--- config.mk ---
export PLATFORM = sky130hd
export DESIGN_NAME = eight_bit_seq_divider
export DESIGN_NICKNAME = d
export VERILOG_FILES = /design/src/rtl/arith_pkg.sv /design/src/rtl/eight_bit_seq_divider_step.sv /design/src/rtl/eight_bit_seq_divider.sv
export SDC_FILE = /design/constraint.sdc
export NUM_CORES = 1
export LEC_CHECK = 0
export ABC_AREA = 1
export ABC_CLOCK_PERIOD_IN_PS = 2000
export CORE_ASPECT_RATIO = 1.5
export CORE_MARGIN = 3
export CORE_UTILIZATION = 45
export CTS_BUF_LIST = sky130_fd_sc_hd__clkbuf_4
export CTS_CLUSTER_SIZE = 25
export DETAILED_ROUTE_END_ITERATION = 7
export GPL_TIMING_DRIVEN = 1
export PLACE_DENSITY = 0.68
export SLEW_MARGIN = 20
export SYNTH_ARGS = -nofsm -noshare
export SYNTH_HDL_FRONTEND = slang
export SYNTH_SLANG_ARGS = --single-unit
export TNS_END_PERCENT = 100
--- constraint.sdc ---
create_clock -name clk -period 2 [get_ports clk]
set_input_delay 0.3 -clock clk [delete_from_list [all_inputs] [get_ports clk]]
set_output_delay 0.3 -clock clk [all_outputs]
set_load 0.01 [all_outputs]
--- src/rtl/arith_pkg.sv ---
// Shared arithmetic-datapath definitions: divider FSM states and constants.
package arith_pkg;

   localparam int unsigned DIV_W = 8;

   // Quotient reported when the divisor is zero.
   localparam logic [DIV_W-1:0] DIV0_Q = '1;

   typedef enum logic [1:0] {
      IDLE = 2'd0,
      CALC = 2'd1,
      DONE = 2'd2
   } state_t;

endpackage

--- src/rtl/eight_bit_seq_divider_step.sv ---
// One restoring-division step: shift in the next dividend bit, subtract the divisor if it fits.
module div_step
   import arith_pkg::*;
#(
   parameter int unsigned WIDTH = DIV_W
) (
   input  logic [WIDTH-1:0] i_rem,
   input  logic             i_q_msb,
   input  logic [WIDTH-1:0] i_div,
   output logic [WIDTH-1:0] o_rem,
   output logic             o_q_bit
);

   logic [WIDTH:0]   w_t;
   logic [WIDTH-1:0] w_diff;

   assign w_t     = {i_rem, i_q_msb};
   assign o_q_bit = (w_t >= {1'b0, i_div});
   // The restored or reduced remainder is always below the divisor, so WIDTH bits suffice.
   assign w_diff  = w_t[WIDTH-1:0] - i_div;
   assign o_rem   = o_q_bit ? w_diff : w_t[WIDTH-1:0];

endmodule

--- src/rtl/eight_bit_seq_divider.sv ---
// Iterative unsigned restoring divider, one quotient bit per cycle, valid/ready on both sides.
module eight_bit_seq_divider
   import arith_pkg::*;
#(
   parameter int unsigned WIDTH = DIV_W
) (
   input  logic             clk,
   input  logic             rst_n,
   input  logic             in_valid,
   output logic             in_ready,
   input  logic [WIDTH-1:0] A,
   input  logic [WIDTH-1:0] B,
   output logic             out_valid,
   input  logic             out_ready,
   output logic [WIDTH-1:0] Q,
   output logic [WIDTH-1:0] R,
   output logic             div_by_zero
);

   localparam int unsigned CNT_W = $clog2(WIDTH + 1);

   state_t           r_state;
   state_t           w_state_nxt;
   logic [CNT_W-1:0] r_count;
   logic [WIDTH-1:0] r_rem;
   logic [WIDTH-1:0] r_q;
   logic [WIDTH-1:0] r_div;
   logic [WIDTH-1:0] r_q_out;
   logic [WIDTH-1:0] r_r_out;
   logic             r_dbz;
   logic             r_in_ready;
   logic             r_out_valid;

   logic             w_accept;
   logic             w_step;
   logic             w_finish;
   logic             w_b_zero;
   logic [WIDTH-1:0] w_rem_nxt;
   logic             w_q_bit;

   assign w_b_zero    = (B == '0);
   assign in_ready    = r_in_ready;
   assign out_valid   = r_out_valid;
   assign Q           = r_q_out;
   assign R           = r_r_out;
   assign div_by_zero = r_dbz;

   div_step #(.WIDTH(WIDTH)) u_step (
      .i_rem   (r_rem),
      .i_q_msb (r_q[WIDTH-1]),
      .i_div   (r_div),
      .o_rem   (w_rem_nxt),
      .o_q_bit (w_q_bit)
   );

   // State register
   always_ff @(posedge clk or negedge rst_n) begin
      if (!rst_n) r_state <= IDLE;
      else        r_state <= w_state_nxt;
   end

   // Next-state and datapath strobes; CALC spends one extra cycle with count==0 to publish results.
   always_comb begin
      w_state_nxt = r_state;
      w_accept    = 1'b0;
      w_step      = 1'b0;
      w_finish    = 1'b0;
      case (r_state)
         IDLE: begin
            if (in_valid) begin
               w_accept    = 1'b1;
               w_state_nxt = w_b_zero ? DONE : CALC;
            end
         end
         CALC: begin
            if (r_count == '0) begin
               w_finish    = 1'b1;
               w_state_nxt = DONE;
            end else begin
               w_step      = 1'b1;
            end
         end
         DONE: begin
            if (out_ready) w_state_nxt = IDLE;
         end
         default: w_state_nxt = IDLE;
      endcase
   end

   // Working registers and registered result outputs
   always_ff @(posedge clk or negedge rst_n) begin
      if (!rst_n) begin
         r_count     <= '0;
         r_rem       <= '0;
         r_q         <= '0;
         r_div       <= '0;
         r_q_out     <= '0;
         r_r_out     <= '0;
         r_dbz       <= 1'b0;
         r_in_ready  <= 1'b1;
         r_out_valid <= 1'b0;
      end else begin
         r_in_ready  <= (w_state_nxt == IDLE);
         r_out_valid <= (w_state_nxt == DONE);
         if (w_accept) begin
            r_q   <= A;
            r_div <= B;
            r_rem <= '0;
            if (w_b_zero) begin
               r_q_out <= WIDTH'(DIV0_Q) | {WIDTH{1'b1}};
               r_r_out <= A;
               r_dbz   <= 1'b1;
            end else begin
               r_count <= CNT_W'(WIDTH);
            end
         end
         if (w_step) begin
            r_rem   <= w_rem_nxt;
            r_q     <= {r_q[WIDTH-2:0], w_q_bit};
            r_count <= r_count - CNT_W'(1);
         end
         if (w_finish) begin
            r_q_out <= r_q;
            r_r_out <= r_rem;
            r_dbz   <= 1'b0;
         end
      end
   end

endmodule

# ---- Yosys cells after proc, flatten, opt, wreduce, memory -nomap -nowiden
# Index checks and enable logic that the tools add are counted.
dict set report classes {
  add_sub_neg 2
  multipliers 0
  div_mod_pow 0
  order_cmp 1
  eq_ne 4
  shift 0
  mux 28
  bitwise 0
  reduce_logical 9
}
# cell count
set op_table {}
lappend op_table {{$mux W8} 11}
lappend op_table {{$mux W4} 3}
lappend op_table {{$ge A9 B8 Y1} 1}
lappend op_table {{$mux W1} 9}
lappend op_table {{$logic_not A8 Y1} 1}
lappend op_table {{$mux W2} 4}
lappend op_table {{$sub A8 B8 Y8} 1}
lappend op_table {{$pmux W2 S3} 1}
lappend op_table {{$reduce_bool A2 Y1} 3}
lappend op_table {{$eq A2 B2 Y1 const B} 2}
lappend op_table {{$logic_not A2 Y1} 2}
lappend op_table {{$logic_not A4 Y1} 1}
lappend op_table {{$reduce_and A2 Y1} 2}
lappend op_table {{$sub A4 B1 Y4 const B} 1}
lappend op_table {{$eq A2 B1 Y1 const B} 1}
lappend op_table {{$ne A2 B2 Y1 const B} 1}
dict set report word_totals {
  reg_bits 49
  latchBits 0
  mem_bits_rw 0
  rom_bits 0
  input_bits 20
  output_inout_bits 19
  elab_cells 54
  memories 0
}

# ---- Longest topological paths before layout
# Gate-level depths: netlist (run 1).
dict set report logic_depth {
  ltp_word 5
  ltp_mapped 12
  ltp_nobuf 12
}

# ---- By module
# From an unflattened synthesis (run 1), not the netlist that was laid out.
dict set report hier_totals {
  hier_cells 384
  hier_area_um2 3029.2
}
# module instances cells_each area_each_um2 seq_area_each_um2
set modules_own_cells {}
lappend modules_own_cells {eight_bit_seq_divider 1 275 2377.3 1227.4}
lappend modules_own_cells {div_step 1 109 651.9 0.0}

# ---- Least setup slack after synthesis (run 1)
# Ideal clock, no wire load.
dict set report synth_timing {
  kind {register -> register}
  start {reg r_rem[5]}
  end {reg r_rem[7]}
  setup_time_ns 0.116
  arrival_ns 1.452
  path_slack_ns 0.432
  stages_incl_launch_ff 12
  path_cell_list {dfrtp_1 > ha_1 > nand2_1 > nand2_1 > nand2_1 > nand2_1 > nor2_4 > nand2_8 > nand2_4 > nand2_2 > nand2_1 > nand2_1}
}
dict set report synth_via {
  elab_chain_cells 3
}
# element line
set synth_rtl {}
lappend synth_rtl {{from (decl)} eight_bit_seq_divider.sv:25} ;# logic [WIDTH-1:0] r_rem;
lappend synth_rtl {{from (signal assigned)} eight_bit_seq_divider.sv:118} ;# r_rem <= w_rem_nxt;
lappend synth_rtl {{$sub A8 B8 Y8 or $ge A9 B8 Y1 (tied branches)} {eight_bit_seq_divider_step.sv:20, eight_bit_seq_divider_step.sv:18}}
lappend synth_rtl {{$mux W8 (*)} eight_bit_seq_divider_step.sv:21} ;# assign o_rem = o_q_bit ? w_diff : w_t[WIDTH-1:0];
lappend synth_rtl {{$mux W8 (*)} eight_bit_seq_divider.sv:117} ;# if (w_step) begin
# Every way passes the cells marked *; elsewhere a longest branch is shown, timed or not.
# A chain may end at the register's enable or synchronous reset.

# ---- Final worst setup path (run 1)
dict set report layout_timing {
  start {reg r_rem[2]}
  end {reg r_rem[0]}
}
dict set report layout_via {
  elab_chain_cells 3
}
# element line
set layout_rtl {}
lappend layout_rtl {{$ge A9 B8 Y1} eight_bit_seq_divider_step.sv:18} ;# assign o_q_bit = (w_t >= {1'b0, i_div});
lappend layout_rtl {{$mux W8} eight_bit_seq_divider_step.sv:21}
lappend layout_rtl {{$mux W8} eight_bit_seq_divider.sv:117}
# Every way passes these cells.

==> metrics.md, run 1 <==
| Metric | Value |
|---|---|
| Root Buffer | clkbuf_4 |
| Worst-Skew Late Latency | about 0.36 ns |
| Tmin final | 1.79 ns |
| Fmax | 557 MHz |
| Vias in the first global route | roughly 2200 |
| CP required | roughly 2.3 ns |
| Slew @ Worst Pin | 0.625 ns |
| CP max FO | 9 |
| Final Cycle Share | 0.897 |
| Most frequent cells in the layout | nand2_1 (99), inv_1 (53), dfrtp_1 (48) |
| Die X | 69.2 um |
| Post-synthesis sequential area ratio | 0.456 |
| Syn Area/Cell | 8.09 um^2 |
| DRT Pass-1 Iters | 4 |
| GRT Util Overall | 0.184 |
| Drt wl/cell | 13.2 um |
| Design area | about 3200 um^2 |
| Crit path DAT | 2.06 ns |
| Final WL | 5910 um |
| Max Buffers Root-to-Sink | 2 |
| Mapped Nets | 363 |
| CTS Buf Count | 5 |
| Pre-CTS WS | between 0.08 and 0.09 ns |
| Final Hold Viols | 0 |
| Yosys warnings | 0 |
| Worst path buffer plus inverter count | 0 |
| HPWL Detailed | 4630 um |
| CTS sink count | 49 |
| Setup TNS | 0 ns |
| Static leakage | ~1.6 nW |
| Starting DRT DRC Count | 119 |
| Final Wtd Congestion | ~0.90 |
| Vias per cell | 5.07 |
| CP top delay family | simple AND/OR/NAND/NOR gates |
| Crit path top cell by count | nand2_1 |
| Worst r2r src | r_rem[2] |
| Number of cells upsized or downsized after cts | 0 |
| Relative slew slack | 0.584 |
| CP peak stage delay | about 0.43 ns |
| Die area | 6970 um^2 |
| DP Area | 3140 um^2 |
| RSZ-0062 raised after global routing | false |
| H-tree depth | 2 |
| Crit-path cells | ha_1 -> nand2_2 -> nor2_1 -> nand2_1 -> nand3_2 -> nand2_4 -> nand2_8 -> nand2_1 -> nand3_1 -> nand2_1 |
| Worst Skew | 0.00503 ns |
| Mapped cell area | between 2000 and 3000 um^2 |
| Setup WS post-layout | a little over 0.2 ns |
| Via count | 2265 |
| Fin util | 0.568 |
| ANT cells | 0 |
| Layout net count | 406 |
| Status | finished, final reports clean |
| Port Buf Inserts | 38 |
| Final setup fails | 0 |
| Reg-to-Reg End | r_rem[0] |
| Setup Fix Bufs, Post-CTS | 0 |
| CTS tree | yes |
| Hold Crit Class | input pin to async pin |
| R2R depth | 10 |
| # IOs | 39 |
| Total of max-cap violations | 0 |
| Initial antenna violation count | 0 |
| Area delta synth->final | 18.4% |
| Site Rows | 33 |
| R2R setup slack | roughly 0.21 ns |
| Flops & latches, synth | 49 |
| Hold Buf Count CTS | 0 |
| Final Hold Slack | approximately 0.01 ns |
| Core ar. | 5620 um^2 |
| Global-route wire length before repair | 10300 um |
| Crit. End Element | flop |
| ANT nets after route | 0 |
| Gr ovfl total | 0 |
| Die Height | 101 um |
| Pins Over Slew Limit | 0 |
| Post-synth cell types | 35 |
| Largest net degree at the start of global routing | 50 |
| Clk pin slew, worst setup/hold paths | approximately 0.14 ns |
| Synthesized instance count | ~330 |
| Critical Path Slowest Stage Cell | dfrtp_1 |
| Leading cell type in the layout, fill and taps excluded | nand2_1 |
| Starting Density | 0.480 |
| Pwr per Cell Area | between 1500 and 2000 nW/um^2 |
| Critical path type | flop to flop |
| CP startpoint kind | flop |
| DRC | 0 |
| Share of cells above drive strength 1 | 0.103 |
| Peak supply drop | approximately 960 uV |
[sequential cells by signal, indices dropped and copies added (netlist names)]
signal,count
Q,8
R,8
div_by_zero,1
in_ready,1
out_valid,1
r_count,4
r_div,8
r_q,8
r_rem,8
r_state,2
[cells in the mapped netlist, drive strengths merged]
cell	number	area share
ha	9	0.042
o22ai	1	0.0023
nor2	24	0.044
dfrtp	48	0.45
dfstp	1	0.0098
o21a	1	0.0028
a21oi	11	0.020
nand3	24	0.046
o22a	1	0.0033
xor2	1	0.0033
a31oi	2	0.0046
nand4	4	0.0093
a22oi	1	0.0028
inv	59	0.085
nor3	1	0.0037
o221ai	6	0.020
buf	7	0.022
fa	1	0.0074
o211ai	8	0.022
xnor2	2	0.0065
o21ai	12	0.024
nand2	109	0.17
[metrics by stage]
step	instances	total power, mW
6_report	447	5.82
5_1_grt	447	6.47
4_1_cts	447	5.88
3_5_place_dp	439	5.42
3_3_place_gp	439	5.33
2_1_floorplan	333	4.42
[worst reg2reg max path: stages, from the launching register on]
cell and delay (ns):
dfrtp_1 0.43, ha_1 0.40, nand2_2 0.09, nor2_1 0.13, nand2_1 0.09, nand3_2 0.10
nand2_4 0.11, nand2_8 0.12, nand2_1 0.06, nand3_1 0.08, nand2_1 0.06
[report_power, final]
group	internal [mW]	total, mW	switching [mW]
logic	1.46	3.59	2.13
clock network	0.133	0.447	0.314
registers	1.48	1.78	0.295
total	3.08	5.82	2.74
[cells by family after synthesis]
group,count (synthesis),share of synthesized area
compound gates,43,0.102
fa+ha+maj,10,0.0492
xor+xnor,3,0.00976
simple gates,162,0.277
flops,49,0.456
buf+inv,66,0.107
[layer usage]
metal | vias up | part of all wire | wire [um] | GRT usage
met5 | - | 0 | 0 | 0
met4 | 0 | 0.033 | 194 | 0.0857
met3 | 15 | 0.036 | 215 | 0.0269
met2 | 56 | 0.52 | 3070 | 0.323
met1 | 1047 | 0.41 | 2430 | 0.221
li1 | 1147 | - | - | -
[how the worst max path moves through the flow]
| stage | startpoint | to | cells after the start |
|---|---|---|---|
| floorplan | r_rem[5] | r_rem[7] | 11 |
| detailed placement | B[7] | R[4] | 9 |
| global placement | B[6] | R[6] | 9 |
| CTS | r_q[7] | r_rem[4] | 10 |
| finish | r_rem[2] | r_rem[0] | 10 |
| global route | r_rem[1] | r_rem[0] | 10 |
[area by class of cell]
type                    count  area (um^2)
inverters                  59          229
multi-input cells         218         1180
clock inverters             3         17.5
fillers                   564         2420
repair buffers             43          413
flip-flops and latches     49         1230
clock buffers               5         37.5
well taps                  70         87.6
(Power assumes the default switching activity.)
==> run 2, diff against run 1 <==
--- a/config.mk
+++ b/config.mk
@@ -7,7 +7,6 @@
 export LEC_CHECK = 0
 export ABC_AREA = 1
 export ABC_CLOCK_PERIOD_IN_PS = 2000
-export CORE_ASPECT_RATIO = 1.5
 export CORE_MARGIN = 3
 export CORE_UTILIZATION = 45
 export CTS_BUF_LIST = sky130_fd_sc_hd__clkbuf_4
==> run 2 against run 1 <==
Net effect: the run now ends with negative hold slack left; non-clock buffer count is the same; flip-flop and latch count stayed put; clock power rose by 30%; sequential power barely moved; routed wire length decreased by 0.78%; register-to-register slack barely moved; largest cell class unchanged; largest power group unchanged; highest routed layer unchanged.
==> metrics.md, run 2 (synthesis gave the netlist of run 1 again) <==
| Metric | Value |
|---|---|
| Status | finished, violations left (was finished, final reports clean) |
| Failing checks | negative hold slack |
| Setup Fix Bufs, Post-CTS | 0 (unchanged) |
| # IOs | 39 (unchanged) |
| Slew @ Worst Pin | 0.625 ns (about the same) |
| CP peak stage delay | 0.39 ns (was 0.43 ns) |
| Hold Buf Count CTS | 0 (unchanged) |
| Drt wl/cell | 13.1 um (was 13.2 um) |
| DRC | 0 (unchanged) |
| CP startpoint kind | flop (unchanged) |
| Fmax | 558 MHz (was 557 MHz) |
| Critical Path Slowest Stage Cell | dfrtp_1 (unchanged) |
| Pwr per Cell Area | 1860 nW/um^2 (was 1820 nW/um^2) |
| Number of cells upsized or downsized after cts | 0 (unchanged) |
| Static leakage | 1.63 nW (was 1.62 nW) |
| CTS tree | yes (unchanged) |
| Setup TNS | 0 ns (unchanged) |
| Final WL | 5860 um (was 5910 um) |
| ANT nets after route | 0 (unchanged) |
| Final Hold Slack | -0.00780 ns (was 0.00991 ns) |
| HPWL Detailed | 4470 um (was 4630 um) |
| CP max FO | 11 (was 9) |
| Worst Skew | 0.0118 ns (was 0.00503 ns) |
| Starting DRT DRC Count | 150 (was 119) |
| Gr ovfl total | 0 (unchanged) |
| Vias in the first global route | 2198 (was 2221) |
| Peak supply drop | 890 uV (was 956 uV) |
| Die Height | 83.4 um (was 101 um) |
| DRT Pass-1 Iters | 4 (unchanged) |
| Worst path buffer plus inverter count | 3 (was 0) |
| Crit path DAT | 2.08 ns (was 2.06 ns) |
| Pins Over Slew Limit | 0 (unchanged) |
| Die X | 83.4 um (was 69.2 um) |
| H-tree depth | 2 (unchanged) |
| Site Rows | 27 (was 33) |
| Total of max-cap violations | 0 (unchanged) |
| Layout net count | 406 (unchanged) |
| Clk pin slew, worst setup/hold paths | 0.14 ns (about the same) |
| Port Buf Inserts | 38 (unchanged) |
| Design Power | 5.97 mW (was 5.82 mW) |
| GRT Util Overall | 0.178 (was 0.184) |
| Hold Crit Class | input pin to async pin (unchanged) |
| Relative slew slack | 0.583 (was 0.584) |
| Via count | 2289 (was 2265) |
| Max Buffers Root-to-Sink | 2 (unchanged) |
| Largest net degree at the start of global routing | 50 (unchanged) |
| Starting Density | 0.477 (was 0.480) |
| Root Buffer | clkbuf_4 (unchanged) |
| Initial antenna violation count | 0 (unchanged) |
| Final Wtd Congestion | 0.878 (was 0.900) |
| Global-route wire length before repair | 10100 um (was 10300 um) |
| Critical path type | flop to flop (unchanged) |
| Vias per cell | 5.10 (was 5.07) |
| Final Hold Viols | 3 (was 0) |
| Core ar. | 5640 um^2 (was 5620 um^2) |
| Tmin final | 1.79 ns (about the same) |
| CP top delay family | simple AND/OR/NAND/NOR gates (unchanged) |
| Crit. End Element | flop (unchanged) |
| Worst-Skew Late Latency | 0.37 ns (was 0.36 ns) |
| CTS sink count | 49 (unchanged) |
| ANT cells | 0 (unchanged) |
| Final Cycle Share | 0.896 (was 0.897) |
| Crit-path cells | inv_1 -> ha_1 -> inv_1 -> nor2_2 -> nand2_1 -> nand2_2 -> nand2_2 -> buf_4 -> o211ai_1 (was ha_1 -> nand2_2 -> nor2_1 -> nand2_1 -> nand3_2 -> nand2_4 -> nand2_8 -> nand2_1 -> nand3_1 -> nand2_1) |
| Share of cells above drive strength 1 | 0.101 (was 0.103) |
| Most frequent cells in the layout | nand2_1 (99), inv_1 (53), dfrtp_1 (48) (unchanged) |
| Final setup fails | 0 (unchanged) |
| Leading cell type in the layout, fill and taps excluded | nand2_1 (unchanged) |
| RSZ-0062 raised after global routing | false (unchanged) |
| CP required | 2.29 ns (was 2.27 ns) |
| CTS Buf Count | 5 (unchanged) |
| Area delta synth->final | 19.4% (was 18.4%) |
| Die area | 6950 um^2 (was 6970 um^2) |
[run 2: cell count changes in the layout (fill, tap and decap cells not counted), sizes merged]
cell    change
clkinv      -1
bufinv      +1
[run 2: power breakdown]
group	leakage (nW)	internal [mW]	switching, mW
combinational	1.01	1.46	2.16
clock	0.0389	0.259	0.321
sequential	0.586	1.48	0.285
[run 2: per-stage QoR]
stage	area (um^2)	std cells	hold slack, ns	utilization	worst slack, ns
6_report	3220	449	-0.00780	0.570	0.208
3_5_place_dp	3140	441	0.442	0.556	0.0605
5_1_grt	3220	449	0.0497	0.570	0.0539
4_1_cts	3220	449	0.0279	0.570	0.207
3_3_place_gp	3140	441	0.439	0.556	0.0916
2_1_floorplan	2690	333	0.00441	-	0.432
[run 2: worst register-to-register path, delay by kind of cell, from the launching register on]
family,cells,cell delay [ns]
and+or+nand+nor,4,0.57
DFF,1,0.39
buffers and inverters,3,0.38
adders and majority gates,1,0.19
AOI/OAI and AO/OA,1,0.18
[run 2: final timing paths]
| path | start | to | slack, ns | depth (start not counted) |
|---|---|---|---|---|
| min reg2reg | R[3] | R[3] | 0.50 | 2 |
| min in group clk | B[5] | r_div[5] | 0.49 | 3 |
| max in group asynchronous | rst_n | r_rem[0] | 1.56 | 2 |
| max | r_count[0] | r_q[1] | 0.21 | 9 |
| max reg2reg | r_count[0] | r_q[1] | 0.21 | 9 |
| min | rst_n | r_count[0] | -0.008 | 2 |
[run 2: cell type report]
type / instances / area [um^2]
fill: 512 / 2420
sequential: 49 / 1230
multi-input combinational: 218 / 1180
timing repair buffer: 43 / 413
inverter: 59 / 229
tap: 72 / 90.1
clock inverter: 3 / 41.3
clock buffer: 5 / 37.5
[run 2: layer usage]
layer | GRT usage | wire length [um]
met1 | 0.251 | 2860
met2 | 0.279 | 2640
met3 | 0.0357 | 313
met4 | 0.0490 | 48
met5 | 0 | 0
==> run 3, diff against run 2 <==
--- a/config.mk
+++ b/config.mk
@@ -7,15 +7,16 @@
 export LEC_CHECK = 0
 export ABC_AREA = 1
 export ABC_CLOCK_PERIOD_IN_PS = 2000
+export CAP_MARGIN = 20
 export CORE_MARGIN = 3
-export CORE_UTILIZATION = 45
+export CORE_UTILIZATION = 56
 export CTS_BUF_LIST = sky130_fd_sc_hd__clkbuf_4
 export CTS_CLUSTER_SIZE = 25
 export DETAILED_ROUTE_END_ITERATION = 7
 export GPL_TIMING_DRIVEN = 1
-export PLACE_DENSITY = 0.68
+export PLACE_DENSITY = 0.82
 export SLEW_MARGIN = 20
 export SYNTH_ARGS = -nofsm -noshare
 export SYNTH_HDL_FRONTEND = slang
 export SYNTH_SLANG_ARGS = --single-unit
-export TNS_END_PERCENT = 100
+export TNS_END_PERCENT = 20
==> run 3 against run 2 <==
Net effect: the flow still finishes with violations (negative hold slack); global-route usage is 6.1 points higher; total power down 0.90%; final cell count is 4.5% lower; utilization rose by 13 points; hold slack better by 0.0015 ns; critical endpoint is now r_rem[4]; largest cell class unchanged; largest power group unchanged; highest routed layer unchanged.
==> metrics.md, run 3 (synthesis gave the netlist of run 1 again) <==
| Metric | Value |
|---|---|
| Max Buffers Root-to-Sink | 2 (unchanged) |
| Root Buffer | clkbuf_4 (unchanged) |
| CP peak stage delay | 0.41 ns (was 0.39 ns) |
| Die X | 75.4 um (was 83.4 um) |
| Design Power | 5.92 mW (was 5.97 mW) |
| Final Hold Slack | -0.00635 ns (was -0.00780 ns) |
| ANT cells | 0 (unchanged) |
| Setup TNS | 0 ns (unchanged) |
| Final WL | 6110 um (was 5860 um) |
| Tmin final | 1.79 ns (about the same) |
| Port Buf Inserts | 38 (unchanged) |
| CTS tree | yes (unchanged) |
| Area delta synth->final | 17.7% (was 19.4%) |
| Crit. End Element | flop (unchanged) |
| Site Rows | 24 (was 27) |
| Relative slew slack | 0.600 (was 0.583) |
| Worst-Skew Late Latency | 0.37 ns (about the same) |
| Drt wl/cell | 14.2 um (was 13.1 um) |
| Crit path DAT | 2.05 ns (was 2.08 ns) |
| Setup Fix Bufs, Post-CTS | 0 (unchanged) |
| Fillers | 358 (was 512) |
| DRT Pass-1 Iters | 4 (unchanged) |
| Via count | 2292 (was 2289) |
| WL met2 | 2840 um (was 2640 um) |
| Die area | 5680 um^2 (was 6950 um^2) |
| Final Cycle Share | 0.895 (was 0.896) |
| Worst path buffer plus inverter count | 2 (was 3) |
| Vias per cell | 5.34 (was 5.10) |
| Slew @ Worst Pin | 0.599 ns (was 0.625 ns) |
| Crit path top cell by count | nand3_1 |
| Critical Path Slowest Stage Cell | fa_1 (was dfrtp_1) |
| Final setup fails | 0 (unchanged) |
| Core ar. | 4500 um^2 (was 5640 um^2) |
| Fmax | 559 MHz (was 558 MHz) |
| Pwr per Cell Area | 1870 nW/um^2 (was 1860 nW/um^2) |
| WL met1 | 2840 um (was 2860 um) |
| Critical path type | flop to flop (unchanged) |
| CP max FO | 4 (was 11) |
| Number of cells upsized or downsized after cts | 0 (unchanged) |
| Clk pin slew, worst setup/hold paths | 0.15 ns (was 0.14 ns) |
| Failing checks | negative hold slack (unchanged) |
| Starting DRT DRC Count | 144 (was 150) |
| Crit-path cells | inv_1 -> ha_1 -> fa_1 -> inv_1 -> nand3_1 -> nand3_1 -> xnor2_1 -> nand2_1 -> nand3_1 -> nand2_1 (was inv_1 -> ha_1 -> inv_1 -> nor2_2 -> nand2_1 -> nand2_2 -> nand2_2 -> buf_4 -> o211ai_1) |
| Most frequent cells in the layout | nand2_1 (99), inv_1 (53), dfrtp_1 (48) (unchanged) |
| Worst Skew | 0.0157 ns (was 0.0118 ns) |
| HPWL Detailed | 4600 um (was 4470 um) |
| GRT Util Overall | 0.239 (was 0.178) |
| Max layer used | met4 (unchanged) |
| RSZ-0062 raised after global routing | false (unchanged) |
| Starting Density | 0.598 (was 0.477) |
| Total of max-cap violations | 0 (unchanged) |
| Gr ovfl total | 0 (unchanged) |
| CP startpoint kind | flop (unchanged) |
| DRC | 0 (unchanged) |
| CTS sink count | 49 (unchanged) |
| Final Wtd Congestion | 0.885 (was 0.878) |
| H-tree depth | 2 (unchanged) |
| CP top delay family | adder cells (was simple AND/OR/NAND/NOR gates) |
| # IOs | 39 (unchanged) |
| Pins Over Slew Limit | 0 (unchanged) |
| ANT nets after route | 0 (unchanged) |
| Largest net degree at the start of global routing | 50 (unchanged) |
| Hold Buf Count CTS | 0 (unchanged) |
| CTS Buf Count | 5 (unchanged) |
| Peak supply drop | 785 uV (was 890 uV) |
| Static leakage | 1.63 nW (about the same) |
| CP required | 2.27 ns (was 2.29 ns) |
| Fin util | 0.704 (was 0.570) |
| Met3 WL post-DR | 331 um (was 313 um) |
| Final Hold Viols | 5 (was 3) |
| Status | finished, violations left (unchanged) |
| Hold Crit Class | input pin to async pin (unchanged) |
| Global-route wire length before repair | 10300 um (was 10100 um) |
| Initial antenna violation count | 0 (unchanged) |
| Share of cells above drive strength 1 | 0.103 (was 0.101) |
| Leading cell type in the layout, fill and taps excluded | nand2_1 (unchanged) |
| Vias in the first global route | 2198 (unchanged) |
| Die Height | 75.4 um (was 83.4 um) |
| Layout net count | 406 (unchanged) |
==> run 3: stage by stage <==
stage | instance area (um^2) | worst slack, ns | cells | hold WS [ns]
final | 3170 | 0.211 | 429 | -0.00635
after CTS | 3170 | 0.229 | 429 | 0.0152
after global routing | 3170 | 0.0698 | 429 | 0.0395
after detailed placement | 3110 | 0.0729 | 421 | 0.435
after floorplan | 2690 | 0.432 | 333 | 0.00441
after global placement | 3110 | 0.144 | 421 | 0.430
==> run 3: final cells by class <==
class	instances	area (um^2)	share of cell area
Inverter	59	229	0.0722
Timing Repair Buffer	43	413	0.130
Tap cell	52	65.1	0.0205
Clock buffer	6	45.0	0.0142
Sequential cell	49	1230	0.387
Multi-Input combinational cell	218	1180	0.372
Clock inverter	2	13.8	0.00434
==> run 3: routing by layer <==
layer,GRT usage,vias to the layer above
met2,0.362,66
met1,0.349,1073
met5,0,-
met3,0.0515,9
li1,-,1144
met4,0.0660,0
==> run 3: path summary, 6_finish.rpt <==
| check | start | end | slack [ns] | cells past startpoint |
|---|---|---|---|---|
| setup / recovery | r_q[7] | r_rem[4] | 0.21 | 10 |
| hold / removal | rst_n | r_count[0] | -0.006 | 2 |
| setup reg to reg | r_q[7] | r_rem[4] | 0.21 | 10 |
| hold reg to reg | r_div[4] | r_div[4] | 0.51 | 2 |
| max in group asynchronous | rst_n | r_rem[5] | 1.59 | 2 |
| min in group clk | B[6] | r_div[6] | 0.50 | 3 |
==> run 3: where the power goes <==
group,internal (mW),leakage [nW],switching (mW)
Combinational,1.48,1.01,2.16
Sequential,1.48,0.586,0.316
Clock,0.155,0.0360,0.326
Total,3.12,1.63,2.80
